## src/rtl/mem_access_ctrl_if.sv

```systemverilog
// Bundle of the pipeline request/response handshake and the data-memory strobes.
// The slave modport is the controller. The master modport is the pipeline side
// lumped together with the memory, which is how a bench drives it.
interface mem_access_ctrl_if #(
    parameter int ADDR_W = 20
);
    logic              i_req_valid;
    logic              o_req_ready;
    logic [1:0]        i_op;
    logic              i_size32;
    logic [ADDR_W-1:0] i_addr;
    logic [31:0]       i_wdata;
    logic              o_rsp_valid;
    logic [31:0]       o_rsp_data;
    logic              o_stack_err;
    logic [ADDR_W-1:0] o_sp;
    logic              o_mem_read;
    logic              o_mem_write;
    logic              o_mem_en32;
    logic [ADDR_W-1:0] o_mem_addr;
    logic [31:0]       o_mem_wdata;
    logic [31:0]       i_mem_rdata;

    modport slave (
        input  i_req_valid, i_op, i_size32, i_addr, i_wdata, i_mem_rdata,
        output o_req_ready, o_rsp_valid, o_rsp_data, o_stack_err, o_sp,
               o_mem_read, o_mem_write, o_mem_en32, o_mem_addr, o_mem_wdata
    );

    modport master (
        output i_req_valid, i_op, i_size32, i_addr, i_wdata, i_mem_rdata,
        input  o_req_ready, o_rsp_valid, o_rsp_data, o_stack_err, o_sp,
               o_mem_read, o_mem_write, o_mem_en32, o_mem_addr, o_mem_wdata
    );
endinterface

```

## src/rtl/mem_access_ctrl.sv

```systemverilog
// mem_access_ctrl: sequences data-memory load/store/push/pop accesses for the
// pipeline memory stage and owns the descending stack pointer.
// Optional feature macro: STACK_BOUND_CHK_EN. When it is defined, stack ops
// that would leave [STACK_LIMIT, SP_INIT] are rejected with o_stack_err.
module mem_access_ctrl #(
    parameter int                ADDR_W      = 20,
    parameter logic [ADDR_W-1:0] SP_INIT     = ADDR_W'(20'h003FF),
    parameter logic [ADDR_W-1:0] STACK_LIMIT = ADDR_W'(20'h00200)
) (
    input  logic               clk,
    input  logic               i_rst_n,
    mem_access_ctrl_if.slave   bus
);

    localparam logic [1:0] OP_LOAD  = 2'b00;
    localparam logic [1:0] OP_STORE = 2'b01;
    localparam logic [1:0] OP_PUSH  = 2'b10;
    localparam logic [1:0] OP_POP   = 2'b11;

`ifdef STACK_BOUND_CHK_EN
    localparam logic CHK_EN = 1'b1;
`else
    localparam logic CHK_EN = 1'b0;
`endif

    localparam logic [ADDR_W:0] ONE_X = (ADDR_W+1)'(1);
    localparam logic [ADDR_W:0] TWO_X = (ADDR_W+1)'(2);

    typedef enum logic [1:0] {IDLE, ACCESS, CAPTURE} state_t;

    state_t            state_q, state_d;
    logic [ADDR_W-1:0] sp_q;
    logic [ADDR_W-1:0] addr_p0;
    logic [31:0]       wdata_p0;
    logic              en32_p0;
    logic              rd_p0;
    logic              vld_p1;
    logic              err_p1;
    logic [31:0]       rsp_data_p1;

    logic              accept;
    logic              is_read_op;
    logic              raw_illegal;
    logic              illegal;
    logic [ADDR_W-1:0] acc_addr;
    logic [ADDR_W-1:0] sp_next;
    logic [ADDR_W:0]   sp_ext;
    logic [ADDR_W:0]   lim_ext;
    logic [ADDR_W:0]   init_ext;

    assign accept     = bus.i_req_valid && (state_q == IDLE);
    assign is_read_op = (bus.i_op == OP_LOAD) || (bus.i_op == OP_POP);
    assign sp_ext     = {1'b0, sp_q};
    assign lim_ext    = {1'b0, STACK_LIMIT};
    assign init_ext   = {1'b0, SP_INIT};
    assign illegal    = CHK_EN && raw_illegal;

    // Access address and post-op SP, both derived from the pre-update SP.
    always_comb begin
        acc_addr = bus.i_addr;
        sp_next  = sp_q;
        case (bus.i_op)
            OP_PUSH: begin
                acc_addr = bus.i_size32 ? sp_q - ADDR_W'(1) : sp_q;
                sp_next  = bus.i_size32 ? sp_q - ADDR_W'(2) : sp_q - ADDR_W'(1);
            end
            OP_POP: begin
                acc_addr = sp_q + ADDR_W'(1);
                sp_next  = bus.i_size32 ? sp_q + ADDR_W'(2) : sp_q + ADDR_W'(1);
            end
            default: begin
                acc_addr = bus.i_addr;
                sp_next  = sp_q;
            end
        endcase
    end

    // Stack bound test done one bit wider so it cannot be fooled by wrap-around.
    always_comb begin
        raw_illegal = 1'b0;
        case (bus.i_op)
            OP_PUSH: raw_illegal = bus.i_size32 ? (sp_ext < lim_ext + ONE_X)
                                                : (sp_ext < lim_ext);
            OP_POP:  raw_illegal = bus.i_size32 ? (sp_ext + TWO_X > init_ext)
                                                : (sp_ext + ONE_X > init_ext);
            default: raw_illegal = 1'b0;
        endcase
    end

    // FSM state register; reset forces IDLE so strobes drop asynchronously.
    always_ff @(posedge clk or negedge i_rst_n) begin
        if (!i_rst_n) state_q <= IDLE;
        else          state_q <= state_d;
    end

    // FSM next state: rejected stack ops never leave IDLE.
    always_comb begin
        state_d = state_q;
        case (state_q)
            IDLE:    if (accept && !illegal) state_d = ACCESS;
            ACCESS:  state_d = rd_p0 ? CAPTURE : IDLE;
            CAPTURE: state_d = IDLE;
            default: state_d = IDLE;
        endcase
    end

    // Stage p0: request capture and SP update at the accept edge.
    always_ff @(posedge clk or negedge i_rst_n) begin
        if (!i_rst_n) begin
            sp_q     <= SP_INIT;
            addr_p0  <= '0;
            wdata_p0 <= '0;
            en32_p0  <= 1'b0;
            rd_p0    <= 1'b0;
        end else if (accept && !illegal) begin
            sp_q     <= sp_next;
            addr_p0  <= acc_addr;
            wdata_p0 <= bus.i_wdata;
            en32_p0  <= bus.i_size32;
            rd_p0    <= is_read_op;
        end
    end

    // Stage p1: one-cycle response pulse, error flag and read-data capture.
    always_ff @(posedge clk or negedge i_rst_n) begin
        if (!i_rst_n) begin
            vld_p1      <= 1'b0;
            err_p1      <= 1'b0;
            rsp_data_p1 <= '0;
        end else begin
            vld_p1 <= 1'b0;
            err_p1 <= 1'b0;
            case (state_q)
                IDLE: begin
                    if (accept && illegal) begin
                        vld_p1 <= 1'b1;
                        err_p1 <= 1'b1;
                    end
                end
                ACCESS: begin
                    if (!rd_p0) vld_p1 <= 1'b1;
                end
                CAPTURE: begin
                    vld_p1      <= 1'b1;
                    rsp_data_p1 <= en32_p0 ? bus.i_mem_rdata
                                           : {16'h0000, bus.i_mem_rdata[15:0]};
                end
                default: begin
                    vld_p1 <= 1'b0;
                end
            endcase
        end
    end

    assign bus.o_req_ready = (state_q == IDLE);
    assign bus.o_mem_read  = (state_q == ACCESS) &&  rd_p0;
    assign bus.o_mem_write = (state_q == ACCESS) && !rd_p0;
    assign bus.o_mem_en32  = (state_q == ACCESS) &&  en32_p0;
    assign bus.o_mem_addr  = addr_p0;
    assign bus.o_mem_wdata = wdata_p0;
    assign bus.o_rsp_valid = vld_p1;
    assign bus.o_stack_err = err_p1;
    assign bus.o_rsp_data  = rsp_data_p1;
    assign bus.o_sp        = sp_q;

endmodule

```

## src/flat_wrapper.sv

```systemverilog
// flat-port wrapper written by rule: the top's interface ports become plain ports
module mem_access_ctrl_flat 
#(
    parameter int                ADDR_W      = 20,
    parameter logic [ADDR_W-1:0] SP_INIT     = ADDR_W'(20'h003FF),
    parameter logic [ADDR_W-1:0] STACK_LIMIT = ADDR_W'(20'h00200)
)
  (clk, i_rst_n, bus_i_req_valid, bus_i_op, bus_i_size32, bus_i_addr, bus_i_wdata, bus_i_mem_rdata, bus_o_req_ready, bus_o_rsp_valid, bus_o_rsp_data, bus_o_stack_err, bus_o_sp, bus_o_mem_read, bus_o_mem_write, bus_o_mem_en32, bus_o_mem_addr, bus_o_mem_wdata);
  mem_access_ctrl_if #(.ADDR_W(ADDR_W)) bus_i ();
  input  logic clk;
  input  logic i_rst_n;
  input wire logic [$bits(bus_i.i_req_valid)-1:0] bus_i_req_valid;
  input wire logic [$bits(bus_i.i_op)-1:0] bus_i_op;
  input wire logic [$bits(bus_i.i_size32)-1:0] bus_i_size32;
  input wire logic [$bits(bus_i.i_addr)-1:0] bus_i_addr;
  input wire logic [$bits(bus_i.i_wdata)-1:0] bus_i_wdata;
  input wire logic [$bits(bus_i.i_mem_rdata)-1:0] bus_i_mem_rdata;
  output wire logic [$bits(bus_i.o_req_ready)-1:0] bus_o_req_ready;
  output wire logic [$bits(bus_i.o_rsp_valid)-1:0] bus_o_rsp_valid;
  output wire logic [$bits(bus_i.o_rsp_data)-1:0] bus_o_rsp_data;
  output wire logic [$bits(bus_i.o_stack_err)-1:0] bus_o_stack_err;
  output wire logic [$bits(bus_i.o_sp)-1:0] bus_o_sp;
  output wire logic [$bits(bus_i.o_mem_read)-1:0] bus_o_mem_read;
  output wire logic [$bits(bus_i.o_mem_write)-1:0] bus_o_mem_write;
  output wire logic [$bits(bus_i.o_mem_en32)-1:0] bus_o_mem_en32;
  output wire logic [$bits(bus_i.o_mem_addr)-1:0] bus_o_mem_addr;
  output wire logic [$bits(bus_i.o_mem_wdata)-1:0] bus_o_mem_wdata;
  assign bus_i.i_req_valid = bus_i_req_valid;
  assign bus_i.i_op = bus_i_op;
  assign bus_i.i_size32 = bus_i_size32;
  assign bus_i.i_addr = bus_i_addr;
  assign bus_i.i_wdata = bus_i_wdata;
  assign bus_i.i_mem_rdata = bus_i_mem_rdata;
  assign bus_o_req_ready = bus_i.o_req_ready;
  assign bus_o_rsp_valid = bus_i.o_rsp_valid;
  assign bus_o_rsp_data = bus_i.o_rsp_data;
  assign bus_o_stack_err = bus_i.o_stack_err;
  assign bus_o_sp = bus_i.o_sp;
  assign bus_o_mem_read = bus_i.o_mem_read;
  assign bus_o_mem_write = bus_i.o_mem_write;
  assign bus_o_mem_en32 = bus_i.o_mem_en32;
  assign bus_o_mem_addr = bus_i.o_mem_addr;
  assign bus_o_mem_wdata = bus_i.o_mem_wdata;
  mem_access_ctrl #(.ADDR_W(ADDR_W), .SP_INIT(SP_INIT), .STACK_LIMIT(STACK_LIMIT)) u_core (.clk(clk), .i_rst_n(i_rst_n), .bus(bus_i));
endmodule
```

## config.mk

```make
export PLATFORM = sky130hd
export DESIGN_NAME = mem_access_ctrl_flat
export DESIGN_NICKNAME = d
export VERILOG_FILES = /design/src/rtl/mem_access_ctrl_if.sv /design/src/rtl/mem_access_ctrl.sv /design/src/flat_wrapper.sv
export SDC_FILE = /design/constraint.sdc
export NUM_CORES = 1
export LEC_CHECK = 0
export BUFFER_PORTS_ARGS = -buffer_cell sky130_fd_sc_hd__buf_2
export CORE_ASPECT_RATIO = 0.8
export CORE_MARGIN = 10
export CORE_UTILIZATION = 34
export DETAILED_ROUTE_END_ITERATION = 10
export PLACE_DENSITY = 0.65
export SETUP_SLACK_MARGIN = 0.15
export SLEW_MARGIN = 10
export SYNTH_ARGS = -nofsm -noshare
export SYNTH_HDL_FRONTEND = slang
export SYNTH_SLANG_ARGS = --single-unit
```

## constraint.sdc

```tcl
create_clock -name clk -period 2.76 [get_ports clk]
set_input_delay 0.276 -clock clk [delete_from_list [all_inputs] [get_ports clk]]
set_output_delay 0.276 -clock clk [all_outputs]
set_load 0.005 [all_outputs]
```

==> qor.csv, run 1 <==
stage,metric,value,unit
global_routing,gr usage total,17.1,%
worst_setup_path,maximum net fanout on the critical path,8,
placed_design,IO Port Bufs,198,
sta,Final TNS setup,0,ps
pwr,Pwr Total,7.98,mW
yosys,post-synth top area cell,dfrtp_1,
cells_and_area,post-route cell area,7430,um^2
yosys,top-count cell post-synth,nand2_1,
worst_hold_path,WHS Endpoint,u_core.bus.o_mem_wdata[13]$_DFFE_PN0P_,
yosys,Synth Area in Adders,2.34,%
worst_hold_path,worst hold path class,in -> reg,
floorplan,die height,138,um
yosys,Synth Register Bits,109,
pwr,power per standard cell area,1070,nW/um^2
flow_run,Max Cap Viol,0,
yosys,sequential fraction of the synthesis area,46.7,%
floorplan,Initial Util,35.0,%
yosys,mux contribution to synthesized area,3.26,%
yosys,Netlist Area Pre-Place,5870,um^2
yosys,most instantiated cells after synthesis,"nand2_1 (160), dfrtp_1 (99), clkbuf_1 (38), o21ai_0 (38), nor2_1 (35)",
worst_setup_path,crit-path max cell delay,550,ps
yosys,Ys Warns,0,
pwr,VDD IR max,0.000461,V
worst_hold_path,worst hold stages,3,
clock_tree,post-CTS setup buffer count,0,
pwr,Int Pwr,4.59,mW
yosys,Post-synth EDFFs,0,
floorplan,die area,23000,um^2
pwr,Net Sw Power,3.39,mW
worst_setup_path,Reg-to-Reg Start,u_core.bus.o_sp[1]$_DFFE_PN1P_,
yosys,largest family of logic cells by synthesized area,simple AND/OR/NAND/NOR gates,
detailed_routing,Pre-antenna DRT Iters,5,
cells_and_area,number of diodes,0,
cells_and_area,fin cells,1076,
global_routing,largest net degree at the start of global routing,53,
yosys,top post-synthesis cells by area,"dfrtp_1 (42%), nand2_1 (10%), dfstp_2 (4.5%), xnor2_1 (3.6%), mux2_2 (3.3%)",
worst_setup_path,CP arrival,2700,ps
sta,Max Freq,416,MHz
global_routing,vias in the first global route,5404,
pwr,Switching Fraction,42.5,%
sta,Final Critical Period,2410,ps
yosys,Yosys cell types,61,
sta,relative slew slack,53.4,%
sta,Setup-failing EPs final,0,
clock_tree,clk sink count,109,
sta,"Slew Viols, Final",0,
floorplan,Core Area,16800,um^2
yosys,Synth Area in Compound Gates,14.3,%
yosys,"Net Count, Synth",769,
global_routing,gr ovfl total,0,
worst_setup_path,crit path cell chain,inv_1 -> ha_1 -> and4bb_1 -> nand3_1 -> or4_1 -> and3b_1 -> a21oi_1,
yosys,Cells after Synth,668,
detailed_routing,drt wl/cell,19.0,um
floorplan,Top Ports,200,
worst_setup_path,required time of the critical path,3050,ps
clock_tree,maximum level of the CTS H-tree,3,
detailed_routing,post-detailed-routing wire length,20400,um
yosys,Simple-Gate Fraction of Synth Area,22.5,%
cells_and_area,final net count,952,
detailed_routing,1st-iter DRT viols,523,
detailed_routing,# DRC,0,
detailed_routing,Via density,5.19,
placed_design,Placed Instances,1059,
worst_setup_path,FF-to-FF path depth,7,
floorplan,Die X,167,um
worst_setup_path,worst setup path class,reg -> reg,
worst_setup_path,Register-to-Register Setup Slack,350,ps
worst_setup_path,Worst Path Buf+Inv,1,
pwr,part of the power in registers,39.4,%
sta,Worst-Margin Slew,700,ps
detailed_routing,Final ANT Viol Nets,0,
pwr,Gate power share,44.0,%
cells_and_area,share of cells above drive strength 1,32.0,%
sta,fin crit share,87.2,%
global_routing,first-pass GRT wire length,31700,um
placed_design,Post-DP Area,7120,um^2
pwr,Clock power frac,16.6,%
yosys,most used flip-flop cell after synthesis,dfrtp_1,
sta,Max Clock Skew,10.6,ps
sta,endpoints failing hold,0,
yosys,syn_area_per_cell,8.79,um^2
detailed_routing,Vias,5581,
floorplan,Rows,42,
clock_tree,"CTS clk-pin slew, worst paths",80,ps
worst_hold_path,Hold Path Origin,bus_i_wdata[13],
run_status,outcome,completed,
worst_setup_path,FF-to-FF End,u_core.bus.o_mem_addr[18]$_DFFE_PN0P_,
clock_tree,total CTS buffers,9,
worst_setup_path,Crit. End Element,register,
global_routing,initial antenna violation count,0,
worst_setup_path,critical path startpoint category,register,
clock_tree,clk root buf,clkbuf_16,
cells_and_area,area of the multi-input gates,2830,um^2
sta,unrepaired setup endpoints after global routing,no,
yosys,XOR/XNOR Fraction of Synth Area,5.52,%
worst_setup_path,slowest CP cell,or4_1,
clock_tree,CTS tree,built,
cells_and_area,register area,2740,um^2
pwr,Leak Pwr,3.58,nW
yosys,Yosys top cell area share,42.2,%
yosys,Post-synth ARST share,100,%
clock_tree,worst skew pair latency,360,ps
clock_tree,Max clock buf depth,2,
cells_and_area,Area Growth Syn to Fin,26.6,%
placed_design,Final Wtd Congestion,0.923,
cells_and_area,Fillers,1677,
worst_setup_path,"delay-heaviest family, CP",simple AND/OR/NAND/NOR gates,
placed_design,post-DP HPWL,15500,um
## tightest hold or removal path, delay by kind of cell
family | cells | cell delay, ps
buffers and inverters | 1 | 70
and+or+nand+nor | 2 | 80
## kinds of logic (layout without fill, tap and decap cells)
group                      Yosys count  after routing
AOI/OAI and AO/OA                  129            129
other                                1              1
and+or+nand+nor                    285            285
xor gates and xnor gates            37             37
DFF                                109            109
muxes                               17             17
buffers and inverters               79            267
adders and majority gates           11             11
## flip-flops by register name, indices dropped and copies added (netlist names)
register / cells
u_core.bus.o_rsp_data: 32
u_core.bus.o_mem_wdata: 32
u_core.en32_p0: 1
u_core.bus.o_rsp_valid: 1
u_core.rd_p0: 1
u_core.bus.o_mem_addr: 20
u_core.bus.o_sp: 20
u_core.state_q: 2
## per-layer routing
metal  vias up  part of all wire, %  routed length, um  track usage, %
li1       2662                    -                  -               -
met3        21                  9.2               1880            4.90
met2       292                   44               9020            26.0
met5         -                    0                  0               0
met4         0                  1.4                287            3.85
met1      2606                   45               9230            23.7
## per-stage QoR
stage               worst slack (ps)  hold slack, ps  util, %
finish                           353             106     44.3
global route                     215            87.9     44.3
CTS                              316            91.9     44.3
detailed placement               328             375     42.4
global placement                 448             375     42.4
floorplan                        399           -19.6        -
## layout by cell type, fill, tap and decap left out, types with 10 or more instances in the layout
cell / count
buf_2: 197
nand2_1: 159
dfrtp_1: 99
o21ai_0: 38
nor2_1: 35
inv_1: 28
a21oi_1: 27
buf_4: 25
xnor2_1: 24
mux2_2: 17
nand4_1: 15
nand3_1: 14
xor2_1: 13
nor4_1: 12
ha_1: 11
dfstp_2: 10
## how the worst max path moves through the flow
stage	startpoint	end	slack, ps	cells past startpoint
after global routing	u_core.bus.o_sp[1]$_DFFE_PN1P_	u_core.bus.o_mem_addr[18]$_DFFE_PN0P_	210	7
after detailed placement	u_core.bus.o_sp[12]$_DFFE_PN0P_	u_core.bus.o_sp[16]$_DFFE_PN0P_	330	5
after floorplan	u_core.bus.o_sp[2]$_DFFE_PN1P_	u_core.bus.o_mem_addr[15]$_DFFE_PN0P_	400	9
final	u_core.bus.o_sp[1]$_DFFE_PN1P_	u_core.bus.o_mem_addr[18]$_DFFE_PN0P_	350	7
after CTS	u_core.bus.o_sp[12]$_DFFE_PN0P_	u_core.bus.o_sp[16]$_DFFE_PN0P_	320	5
after global placement	u_core.bus.o_sp[12]$_DFFE_PN0P_	u_core.bus.o_sp[16]$_DFFE_PN0P_	450	5
## what timing repair did
action | CTS | global route
resized for setup | 0 | 1
hold buffers | 1 | 0
endpoints found under the hold margin | 39 | 0
setup endpoints to repair | 0 | 3
## final cells by class
cell class | instances | share of cell area, %
tap | 220 | 3.70
sequential | 109 | 36.9
timing repair buffer | 223 | 15.9
multi-input combinational | 480 | 38.0
clock buffer | 9 | 3.03
inverter | 28 | 1.41
clock inverter | 7 | 1.06
## power groups by stage
stage	clock network, mW	registers, mW	logic (mW)
2_1_floorplan	0	2.91	2.17
3_3_place_gp	0	3.12	3.52
5_1_grt	1.43	3.27	3.95
3_5_place_dp	0	3.14	3.55
4_1_cts	1.36	3.13	3.56
6_report	1.32	3.14	3.51
(Power assumes the default switching activity.)
==> inputs of run 2 (changes only) <==
--- a/config.mk
+++ b/config.mk
@@ -10,7 +10,7 @@
 export CORE_MARGIN = 10
 export CORE_UTILIZATION = 34
 export DETAILED_ROUTE_END_ITERATION = 10
-export PLACE_DENSITY = 0.65
+export PLACE_DENSITY = 0.67
 export SETUP_SLACK_MARGIN = 0.15
 export SLEW_MARGIN = 10
 export SYNTH_ARGS = -nofsm -noshare
==> constraint.sdc (replaced) <==
create_clock -name clk -period 2.2 [get_ports clk]
set_input_delay 0.22 -clock clk [delete_from_list [all_inputs] [get_ports clk]]
set_output_delay 0.22 -clock clk [all_outputs]
set_load 0.005 [all_outputs]
==> qor.csv, run 2 (synthesized netlist as in run 1, its figures left out) <==
stage,metric,value,unit,change
floorplan,Top Ports,200,,unchanged
clock_tree,clk root buf,clkbuf_16,,unchanged
cells_and_area,share of cells above drive strength 1,38.3,%,was 32.0%
sta,Final Critical Period,2010,ps,was 2410 ps
clock_tree,worst skew pair latency,360,ps,about the same
clock_tree,"CTS clk-pin slew, worst paths",80,ps,about the same
floorplan,Rows,42,,unchanged
pwr,part of the power in registers,34.9,%,was 39.4%
flow_run,Max Cap Viol,0,,unchanged
sta,Final TNS setup,0,ps,unchanged
detailed_routing,metal3 WL,2730,um,was 1880 um
global_routing,initial antenna violation count,0,,unchanged
run_status,outcome,completed,,unchanged
detailed_routing,WL met1,9150,um,was 9230 um
worst_setup_path,required time of the critical path,2480,ps,was 3050 ps
sta,fin crit share,91.3,%,was 87.2%
cells_and_area,fin cells,1116,,was 1076
worst_setup_path,FF-to-FF path depth,6,,was 7
sta,relative slew slack,58.1,%,was 53.4%
detailed_routing,Pre-antenna DRT Iters,7,,was 5
sta,"Slew Viols, Final",0,,unchanged
sta,Worst-Margin Slew,621,ps,was 700 ps
pwr,VDD IR max,0.000573,V,was 0.000461 V
detailed_routing,met2 wire len,9140,um,was 9020 um
pwr,Clock power frac,14.8,%,was 16.6%
cells_and_area,number of diodes,0,,unchanged
pwr,Int Pwr,6.25,mW,was 4.59 mW
floorplan,die height,138,um,unchanged
pwr,Net Sw Power,4.54,mW,was 3.39 mW
cells_and_area,Area Growth Syn to Fin,36.0,%,was 26.6%
pwr,Leak Pwr,3.83,nW,was 3.58 nW
clock_tree,CTS tree,built,,unchanged
placed_design,Post-DP Area,7350,um^2,was 7120 um^2
sta,final worst slack,190,ps,was 353 ps
worst_setup_path,Register-to-Register Setup Slack,190,ps,was 350 ps
worst_setup_path,maximum net fanout on the critical path,3,,was 8
global_routing,first-pass GRT wire length,32700,um,was 31700 um
floorplan,Die X,167,um,unchanged
detailed_routing,Vias,5912,,was 5581
global_routing,gr ovfl total,0,,unchanged
sta,Setup-failing EPs final,0,,unchanged
cells_and_area,most frequent cells in the layout,"buf_2 (197), nand2_1 (156), dfrtp_1 (99)",,"was buf_2 (197), nand2_1 (159), dfrtp_1 (99)"
clock_tree,total CTS buffers,9,,unchanged
worst_setup_path,worst setup path class,reg -> reg,,unchanged
sta,Max Freq,498,MHz,was 416 MHz
global_routing,vias in the first global route,5699,,was 5404
worst_setup_path,Crit. End Element,register,,unchanged
sta,endpoints failing hold,0,,unchanged
worst_hold_path,worst hold stages,3,,unchanged
clock_tree,Max clock buf depth,2,,unchanged
worst_setup_path,CP arrival,2290,ps,was 2700 ps
placed_design,Final Wtd Congestion,0.982,,was 0.923
detailed_routing,# DRC,0,,unchanged
cells_and_area,"most common cell after layout, fill and taps aside",buf_2,,unchanged
placed_design,Placed Instances,1078,,was 1059
pwr,Gate power share,50.3,%,was 44.0%
worst_hold_path,worst hold path class,in -> reg,,unchanged
placed_design,post-DP HPWL,15900,um,was 15500 um
detailed_routing,1st-iter DRT viols,633,,was 523
floorplan,Core Area,16800,um^2,unchanged
sta,Max Clock Skew,12.5,ps,was 10.6 ps
clock_tree,clk sink count,109,,unchanged
detailed_routing,drt wl/cell,19.2,um,was 19.0 um
cells_and_area,post-route cell area,7980,um^2,was 7430 um^2
global_routing,largest net degree at the start of global routing,56,,was 53
floorplan,die area,23000,um^2,unchanged
placed_design,pre-CTS setup slack,-22.4,ps,was 328 ps
floorplan,Initial Util,35.0,%,unchanged
sta,unrepaired setup endpoints after global routing,yes,,was no
clock_tree,maximum level of the CTS H-tree,3,,unchanged
global_routing,gr usage total,17.7,%,was 17.1%
pwr,power per standard cell area,1350,nW/um^2,was 1070 nW/um^2
cells_and_area,final design utilization,47.6,%,was 44.3%
worst_setup_path,critical path startpoint category,register,,unchanged
detailed_routing,Final ANT Viol Nets,0,,unchanged
detailed_routing,Top Layer Used,met4,,unchanged
pwr,Switching Fraction,42.1,%,was 42.5%
placed_design,IO Port Bufs,198,,unchanged
detailed_routing,post-detailed-routing wire length,21400,um,was 20400 um
cells_and_area,final net count,992,,was 952
detailed_routing,Via density,5.30,,was 5.19
## run 2: cell count changes in the layout (fill, tap and decap cells not counted), moves of 3 or more
cell / change
nand2_1: -3
nand2_2: +3
inv_2: +3
inv_1: -3
buf_4: +32
nor4_1: -6
ha_1: -4
buf_6: +3
buf_12: +5
ha_4: +3
nor4_2: +4
## run 2: area by class of cell
| type | instances | area, um^2 |
|---|---|---|
| Fill cell | 1629 | 8780 |
| Tap cell | 220 | 275 |
| Clock buffer | 10 | 229 |
| Sequential cell | 109 | 2740 |
| Timing Repair Buffer | 263 | 1560 |
| Multi-Input combinational cell | 480 | 3020 |
| Clock inverter | 6 | 53.8 |
| Inverter | 28 | 105 |
## run 2: worst paths after layout
| check | startpoint | end |
|---|---|---|
| max in group asynchronous | i_rst_n | u_core.bus.o_sp[9]$_DFFE_PN1P_ |
| hold / removal | bus_i_wdata[23] | u_core.bus.o_mem_wdata[23]$_DFFE_PN0P_ |
| min in group asynchronous | i_rst_n | u_core.bus.o_rsp_data[29]$_DFFE_PN0P_ |
| hold reg to reg | u_core.bus.o_mem_wdata[4]$_DFFE_PN0P_ | u_core.bus.o_mem_wdata[4]$_DFFE_PN0P_ |
| setup / recovery | u_core.bus.o_sp[9]$_DFFE_PN1P_ | u_core.bus.o_mem_addr[15]$_DFFE_PN0P_ |
| setup reg to reg | u_core.bus.o_sp[9]$_DFFE_PN1P_ | u_core.bus.o_mem_addr[15]$_DFFE_PN0P_ |
## run 2: timing repair
action	CTS	global route
buffers inserted	5	16
resized for setup	12	29
pin swaps	2	13
hold buffers	1	0
setup endpoints to repair	17	23
hold endpoints to repair	28	0
## run 2: critical path: stages, from the launching register on
cell	delay, ps
dfstp_2	380
or4_4	550
or3_4	410
buf_4	150
nor4_2	250
a2111oi_4	70
a21oi_1	130
## run 2: power groups by stage
| stage | registers [mW] | logic (mW) | clock network (mW) |
|---|---|---|---|
| floorplan | 3.65 | 2.76 | 0 |
| global placement | 3.76 | 4.86 | 0 |
| detailed placement | 3.80 | 4.92 | 0 |
| CTS | 3.78 | 5.02 | 1.66 |
| global route | 3.89 | 5.98 | 1.73 |
| finish | 3.77 | 5.43 | 1.59 |
## run 2: metal layers
layer  up-vias  track usage (%)
li1       2746                -
met1      2800             24.1
met2       340             25.4
met3        26             7.26
met4         0             4.72
met5         -                0
## run 2: per-stage QoR
| step | power [mW] | hold slack, ps |
|---|---|---|
| after floorplan | 6.41 | -75.6 |
| after global placement | 8.62 | 182 |
| after detailed placement | 8.72 | 179 |
| after CTS | 10.5 | 31.2 |
| after global routing | 11.6 | 43.0 |
| final | 10.8 | 47.6 |
